## config.mk

```make
export PLATFORM = sky130hd
export DESIGN_NAME = regfile_wb_arbiter
export DESIGN_NICKNAME = d
export VERILOG_FILES = /design/src/rtl/regfile_pkg.sv /design/src/rtl/wb_rr_arbiter2.sv /design/src/rtl/regfile_wb_arbiter.sv
export SDC_FILE = /design/constraint.sdc
export NUM_CORES = 1
export LEC_CHECK = 0
export ABC_AREA = 0
export CORE_UTILIZATION = 45
export DETAILED_ROUTE_END_ITERATION = 6
export PLACE_DENSITY = 0.77
export RECOVER_POWER = 50
export SLEW_MARGIN = 5
export SYNTH_ARGS = -nofsm -noshare
export SYNTH_HDL_FRONTEND = slang
export SYNTH_SLANG_ARGS = --single-unit
```

## constraint.sdc

```tcl
create_clock -name clock -period 2.8 [get_ports clock]
set_input_delay 0.56 -clock clock [delete_from_list [all_inputs] [get_ports clock]]
set_output_delay 0.56 -clock clock [all_outputs]
set_load 0.05 [all_outputs]
```

## src/rtl/regfile_pkg.sv

```systemverilog
// Shared constants and types for the regfile writeback arbiter.
// Optional bypass forwarding is enabled with REGFILE_WB_BYPASS_EN (see top).
package regfile_pkg;

  localparam int DATA_WIDTH = 32;
  localparam int ADDR_WIDTH = 5;
  localparam int NUM_REGS   = 2 ** ADDR_WIDTH;

  localparam logic [ADDR_WIDTH-1:0] ZERO_REG = '0;

  typedef enum logic {
    REQ_ALU = 1'b0,
    REQ_MEM = 1'b1
  } req_id_e;

endpackage

```

## src/rtl/wb_rr_arbiter2.sv

```systemverilog
// Two-input round-robin arbiter: combinational grant, registered pointer
// naming the requester that wins the next contested cycle.
module wb_rr_arbiter2
  import regfile_pkg::*;
(
  input  logic clock,
  input  logic reset,
  input  logic alu_valid,
  input  logic mem_valid,
  output logic alu_grant,
  output logic mem_grant
);

  req_id_e ptr_q;
  req_id_e ptr_d;

  always_comb begin
    alu_grant = alu_valid && (!mem_valid || (ptr_q == REQ_ALU));
    mem_grant = mem_valid && (!alu_valid || (ptr_q == REQ_MEM));
    ptr_d     = ptr_q;
    if (alu_grant) begin
      ptr_d = REQ_MEM;
    end else if (mem_grant) begin
      ptr_d = REQ_ALU;
    end
  end

  always_ff @(posedge clock or posedge reset) begin
    if (reset) begin
      ptr_q <= REQ_MEM;
    end else begin
      ptr_q <= ptr_d;
    end
  end

endmodule

```

## src/rtl/regfile_wb_arbiter.sv

```systemverilog
// Shares the regfile write port between ALU and load writeback, and keeps a
// per-register pending scoreboard. Define REGFILE_WB_BYPASS_EN for forwarding.
module regfile_wb_arbiter #(
  parameter int DATA_WIDTH = regfile_pkg::DATA_WIDTH,
  parameter int ADDR_WIDTH = regfile_pkg::ADDR_WIDTH,
  parameter int NUM_REGS   = regfile_pkg::NUM_REGS
) (
  input  logic                  clock,
  input  logic                  reset,
  input  logic                  alu_valid,
  input  logic [ADDR_WIDTH-1:0] alu_address,
  input  logic [DATA_WIDTH-1:0] alu_data,
  output logic                  alu_ready,
  input  logic                  mem_valid,
  input  logic [ADDR_WIDTH-1:0] mem_address,
  input  logic [DATA_WIDTH-1:0] mem_data,
  output logic                  mem_ready,
  input  logic                  reserve_enable,
  input  logic [ADDR_WIDTH-1:0] reserve_address,
  input  logic [ADDR_WIDTH-1:0] read_address_1,
  input  logic [ADDR_WIDTH-1:0] read_address_2,
  output logic                  busy_1,
  output logic                  busy_2,
  output logic                  write_enable,
  output logic [ADDR_WIDTH-1:0] write_address,
  output logic [DATA_WIDTH-1:0] write_data_in,
`ifdef REGFILE_WB_BYPASS_EN
  output logic                  bypass_hit_1,
  output logic                  bypass_hit_2,
  output logic [DATA_WIDTH-1:0] bypass_data_1,
  output logic [DATA_WIDTH-1:0] bypass_data_2,
`endif
  output logic                  reserve_error
);

  import regfile_pkg::*;

  localparam logic [ADDR_WIDTH-1:0] REG0 = ADDR_WIDTH'(ZERO_REG);

  logic                  alu_grant;
  logic                  mem_grant;

  logic                  write_enable_q,  write_enable_d;
  logic [ADDR_WIDTH-1:0] write_address_q, write_address_d;
  logic [DATA_WIDTH-1:0] write_data_q,    write_data_d;
  logic [NUM_REGS-1:0]   pending_q,       pending_d;
  logic                  reserve_error_q, reserve_error_d;

  logic [NUM_REGS-1:0]   set_vec;
  logic [NUM_REGS-1:0]   clr_vec;
  logic                  reserve_live;
  logic                  pend_rd_1;
  logic                  pend_rd_2;

  wb_rr_arbiter2 u_arb (
    .clock     (clock),
    .reset     (reset),
    .alu_valid (alu_valid),
    .mem_valid (mem_valid),
    .alu_grant (alu_grant),
    .mem_grant (mem_grant)
  );

  assign alu_ready = alu_grant;
  assign mem_ready = mem_grant;

  // Writes to register 0 still consume their grant but never strobe the regfile.
  always_comb begin
    write_enable_d  = 1'b0;
    write_address_d = write_address_q;
    write_data_d    = write_data_q;
    if (alu_grant) begin
      write_enable_d  = (alu_address != REG0);
      write_address_d = alu_address;
      write_data_d    = alu_data;
    end else if (mem_grant) begin
      write_enable_d  = (mem_address != REG0);
      write_address_d = mem_address;
      write_data_d    = mem_data;
    end
  end

  assign reserve_live = reserve_enable && (reserve_address != REG0);

  genvar gi;
  generate
    for (gi = 0; gi < NUM_REGS; gi++) begin : g_pend
      assign set_vec[gi] = reserve_live && (reserve_address == ADDR_WIDTH'(gi));
      assign clr_vec[gi] = write_enable_q && (write_address_q == ADDR_WIDTH'(gi));
    end
  endgenerate

  // Set dominates clear so a fresh reservation on the commit edge survives.
  always_comb begin
    pending_d       = set_vec | (pending_q & ~clr_vec);
    reserve_error_d = reserve_error_q | (reserve_live && pending_q[reserve_address]);
  end

  always_ff @(posedge clock or posedge reset) begin
    if (reset) begin
      write_enable_q  <= 1'b0;
      write_address_q <= '0;
      write_data_q    <= '0;
      pending_q       <= '0;
      reserve_error_q <= 1'b0;
    end else begin
      write_enable_q  <= write_enable_d;
      write_address_q <= write_address_d;
      write_data_q    <= write_data_d;
      pending_q       <= pending_d;
      reserve_error_q <= reserve_error_d;
    end
  end

  assign write_enable  = write_enable_q;
  assign write_address = write_address_q;
  assign write_data_in = write_data_q;
  assign reserve_error = reserve_error_q;

  assign pend_rd_1 = pending_q[read_address_1] && (read_address_1 != REG0);
  assign pend_rd_2 = pending_q[read_address_2] && (read_address_2 != REG0);

`ifdef REGFILE_WB_BYPASS_EN
  assign bypass_hit_1  = write_enable_q && (write_address_q == read_address_1) &&
                         (read_address_1 != REG0);
  assign bypass_hit_2  = write_enable_q && (write_address_q == read_address_2) &&
                         (read_address_2 != REG0);
  assign bypass_data_1 = write_data_q;
  assign bypass_data_2 = write_data_q;
  assign busy_1        = pend_rd_1 && !bypass_hit_1;
  assign busy_2        = pend_rd_2 && !bypass_hit_2;
`else
  assign busy_1        = pend_rd_1;
  assign busy_2        = pend_rd_2;
`endif

endmodule
```

Word level (Yosys, flattened, before mapping)
Index checks and enable logic that the tools add are counted.

Register bits after elaboration: 72. Input port bits: 94. Output and inout port bits: 43. Logic and storage cells: 172.

$lt $le $gt $ge: 3. Eq/ne operators: 62. Multiplexer cells: 14. Bitwise operators: 5. Reduce and logical (&&, ||, !) cells: 82.

Operators by type and width (number): equality test 5 bit, second input constant (32); equality test 5 x 4 -> 1 bit, second input constant (16); logical AND 1 bit (70); two-way mux 32 bit (2); equality test 5 x 3 -> 1 bit, second input constant (8); bitwise AND 32 bit (1); NOT 32 bit (1); OR 32 bit (1); nonzero test 5 bit (5); equality test 5 x 2 -> 1 bit, second input constant (4); less-than comparator 5 x 6 -> 1 bit, second input constant (3); binary-select mux 1 bit (select 5 bit) (3); equality test 5 x 1 -> 1 bit, second input constant (2); logical NOT 5 bit (2); two-way mux 5 bit (2); two-way mux 1 bit (7); logical NOT 1 bit (2); logical OR 1 bit (2); nonzero test 2 bit (1); NOT 1 bit (1); OR 1 bit (1).

Logic depth before layout (Yosys ltp)
Word-level depth: 5. Depth in mapped cells: 7. Gate-level depth less buffers: 4.

By module
Synthesis repeated with hierarchy kept, for this count alone.

Cells, all modules: 375. Area, all modules: 3977.6 um^2.

By module, submodules not included: regfile_wb_arbiter (times used 1, cells an instance 368, area an instance 3918.8 um^2, sequential area each 1776.7 um^2); wb_rr_arbiter2 (times used 1, cells an instance 7, area an instance 58.8 um^2, sequential area each 26.3 um^2).

Least setup slack after synthesis
OpenSTA, ideal clock, no wires.

Path kind: input port to output port. Start point: input port read_address_1[0]. End point: output port busy_1. Arrival time: 2122 ps. Data required time: 2240 ps. Setup slack: 118 ps. Cell stages on the path: 5. Buffers on the path: 1. Path through: buf_2 > mux4_2 > mux4_2 > inv_1 > a22oi_1.

Word-level cells in the longest chain between the ends: 3. Elaborated cells on any way between the ends: 4. Those cells by class: mux (2); reduce/logical (2).

RTL lines: from (decl) (RTL line regfile_wb_arbiter.sv:20) `input logic [ADDR_WIDTH-1:0] read_address_1,`; binary-select mux 1 bit (select 5 bit) (RTL line regfile_wb_arbiter.sv:120) `assign pend_rd_1 = pending_q[read_address_1] && (read_address_1 != REG0);`; two-way mux 1 bit (implied by the code) (RTL line regfile_wb_arbiter.sv:120); logical AND 1 bit (*) (RTL line regfile_wb_arbiter.sv:120); to (decl) (RTL line regfile_wb_arbiter.sv:22) `output logic busy_1,`.

Mark *: on every way between the ends. The rest lies on a longest branch, timed or not. The select of a mux whose other input is x is not followed.

Final worst setup path
Ends and elaborated chain as after synthesis.

==> metrics.yaml <==
whs_path_depth: 1
rr_endpoint: "reserve_error$_DFF_PP0_"
hold_viol_final: 0
antennaDiodeCount: 0
drc: 0
post_synth_instance_area_um2: 3830
postCtsSetupRepairBufs: 0
vias_per_cell: 5.89
violations: "capacitance limit, slew limit"
endpoint_kind: "output port"
worstPathRequired_ps: 2240
routedWlPerCell_um: 19.5
syn_avg_cell_area_um2: 10.0
path_class: "primary input to output port"
min_to: "pending_q[0]$_DFF_PP0_"
synth_warnings: 0
clk_path_buf_depth: 2
vias: 3702
max_stage_delay_ps: 520
ys_types: 38
p_leak_nw: 2.16
finalSetupViolCount: 0
cp_data_arrival_time_ps: 2160
r2r_cells: 4
hp-class: "flop to flop"
drtAntennaViolNets: 0
rsz0062_at_grt: "false"
drtIter0Drc: 231
antenna_found_initial: 0
cp_max_fo: 5
die_y_um: 94.3
r2r-start: "pending_q[21]$_DFF_PP0_"
crit_path_start_kind: "primary input"
coreArea_um2: 8220
maxCapViolCount: 1
netlist_instances: 383
port_buffers: 136
area_growth_pct: 44.7
clock-root-buffer: "clkbuf_8"
io_pins: 137
hold_start: "pending_q[0]$_DFF_PP0_"
clock_latency_ps: 350
clock_sinks: 72
grt_max_degree: 65
status: "complete, but fails checks"
powerDensity_nw_per_um2: 748
routed_wl_um: 12200
fin_cells: 628
die_area_um2: 8890
fmax_ghz: 0.367
die_w_um: 94.3
synth_fp_nets: 477
post-route-min-period_ps: 2720
drive_gt1_share_pct: 13.2
floorplan.initialDensity_pct: 46.6
ys_ff_latch: 72
slew_headroom_pct: -5.46
grt-ovfl-total: 0
layout_worst_path_cycle_share_pct: 97.2
path_clk_slew_ps: 70
total_power_w: 0.00415
htreeDepth: 3
crit_top_cell: "mux4_2"
cts_tree: "done"
path_cells: "clkdlybuf4s15_2 > mux4_2 > mux4_2 > inv_1 > a22oi_1 > buf_4"
track_usage_pct: 29.9
numCtsBuffers: 9
worst_pin_slew_ps: 1580
fin_nets: 612
rows: 33
ir_drop_mv: 0.347
hpwl_um: 9030
drv_slew: 65
placed_cell_area_um2: 5320
reg2reg_setup_slack_ps: 1020
finalInstanceArea_um2: 5550
grt_pass1_vias: 3974
dp.cells: 612
seq_area_frac_synth_pct: 47.0
finClkSkew_ps: 6.45
gp_congestion: 0.940
drtPass1Iterations: 4
grt_pass1_wl_um: 19900
cp_slowest_cell: "mux4_2"
[worst max-delay path, delay by kind of cell]
family | cells | cell delay (ps)
buffers and inverters | 3 | 520
multiplexers | 2 | 990
AO/OA/AOI/OAI | 1 | 80
[state kept, by name, summed over array words and instances, names as in the netlist]
signal	cells
write_data_in	32
reserve_error	1
write_address	5
write_enable	1
u_arb.ptr_q	1
pending_q	32
[area by class of cell]
class / instances / area, um2
clock buffer: 11 / 151
clock inverter: 5 / 103
fill: 640 / 2670
inverter: 10 / 37.5
multi-input combinational: 276 / 1890
sequential: 72 / 1800
tap: 105 / 131
timing repair buffer: 149 / 1430
[per-layer routing]
layer / part of all wire, % / wire, um / track usage, %
met1: 38 / 4670 / 35.8
met2: 49 / 5990 / 49.4
met3: 9.2 / 1130 / 9.06
met4: 3.6 / 442 / 13.5
met5: 0 / 0 / 0
[cell usage in the layout (no fill, tap or decap), types with 6 or more instances in the layout]
cell type          n
clkdlybuf4s50_1  122
nor2_1            76
dfrtp_1           71
o21ai_0           62
o22ai_1           37
mux4_2            20
buf_4             15
nand2_1           14
clkbuf_8          11
inv_1             10
nand3_1           10
nor2b_1            9
nand2b_1           7
mux2_2             6
[repair_timing]
item	4_1_cts	5_1_grt
resized for setup	10	2
endpoints found under the setup margin	2	1
hold buffers	0	0
[synthesized netlist by cell type, drive strengths merged]
cell type | n | area, um2
a211oi | 1 | 12.5
o221a | 1 | 11.3
nor2b | 9 | 56.3
mux2 | 7 | 82.6
mux2i | 3 | 30.0
o21a | 2 | 15.0
dfrtp | 71 | 1780
buf | 9 | 50.0
mux4 | 22 | 503
or4 | 2 | 15.0
or3 | 1 | 6.26
o211ai | 1 | 7.51
nand4b | 1 | 8.76
nand3 | 10 | 50.1
nand4 | 2 | 12.5
a21oi | 2 | 10.0
or2 | 3 | 18.8
dfstp | 1 | 26.3
a22o | 1 | 8.76
o31a | 1 | 8.76
a221o | 2 | 20.0
nor2 | 76 | 285
a311oi | 1 | 8.76
o21ai | 63 | 315
nand2 | 14 | 52.6
a22oi | 2 | 15.0
nand2b | 7 | 43.8
a31oi | 3 | 18.8
inv | 10 | 37.5
a2111oi | 1 | 27.5
and3 | 1 | 6.26
o22ai | 37 | 231
clkbuf | 16 | 60.1
[worst max-delay path by stage]
stage	slack, ps	startpoint	end	cells past startpoint
floorplan	120	read_address_1[0]	busy_1	5
global route	10	reserve_address[0]	reserve_error$_DFF_PP0_	6
global placement	-290	read_address_2[0]	busy_2	6
finish	80	read_address_1[0]	busy_1	6
detailed placement	-380	read_address_2[0]	busy_2	6
CTS	20	read_address_2[0]	busy_2	6
[report_power, final]
group / internal, W / switching (W) / leakage (nW) / total [W]
logic: 0.000705 / 0.000746 / 1.23 / 0.00145
clock network: 0.000639 / 0.000394 / 0.126 / 0.00103
registers: 0.00132 / 0.000340 / 0.802 / 0.00166
[kinds of logic after synthesis]
family                 share of synthesized area [%]
buffers and inverters                           3.85
AO/OA/AOI/OAI                                   18.5
multiplexers                                    16.1
flip-flops                                      47.0
AND/OR/NAND/NOR                                 14.5
[through the flow]
| stage | util (%) | TNS [ps] | setup slack (ps) | hold slack, ps |
|---|---|---|---|---|
| global placement | 64.7 | -565 | -288 | 469 |
| detailed placement | 64.7 | -697 | -378 | 476 |
| global route | 67.5 | 0 | 14.4 | 508 |
| finish | 67.5 | 0 | 77.8 | 492 |
| floorplan | - | 0 | 118 | 450 |
| CTS | 67.8 | 0 | 20.1 | 431 |
(Power assumes the default switching activity.)
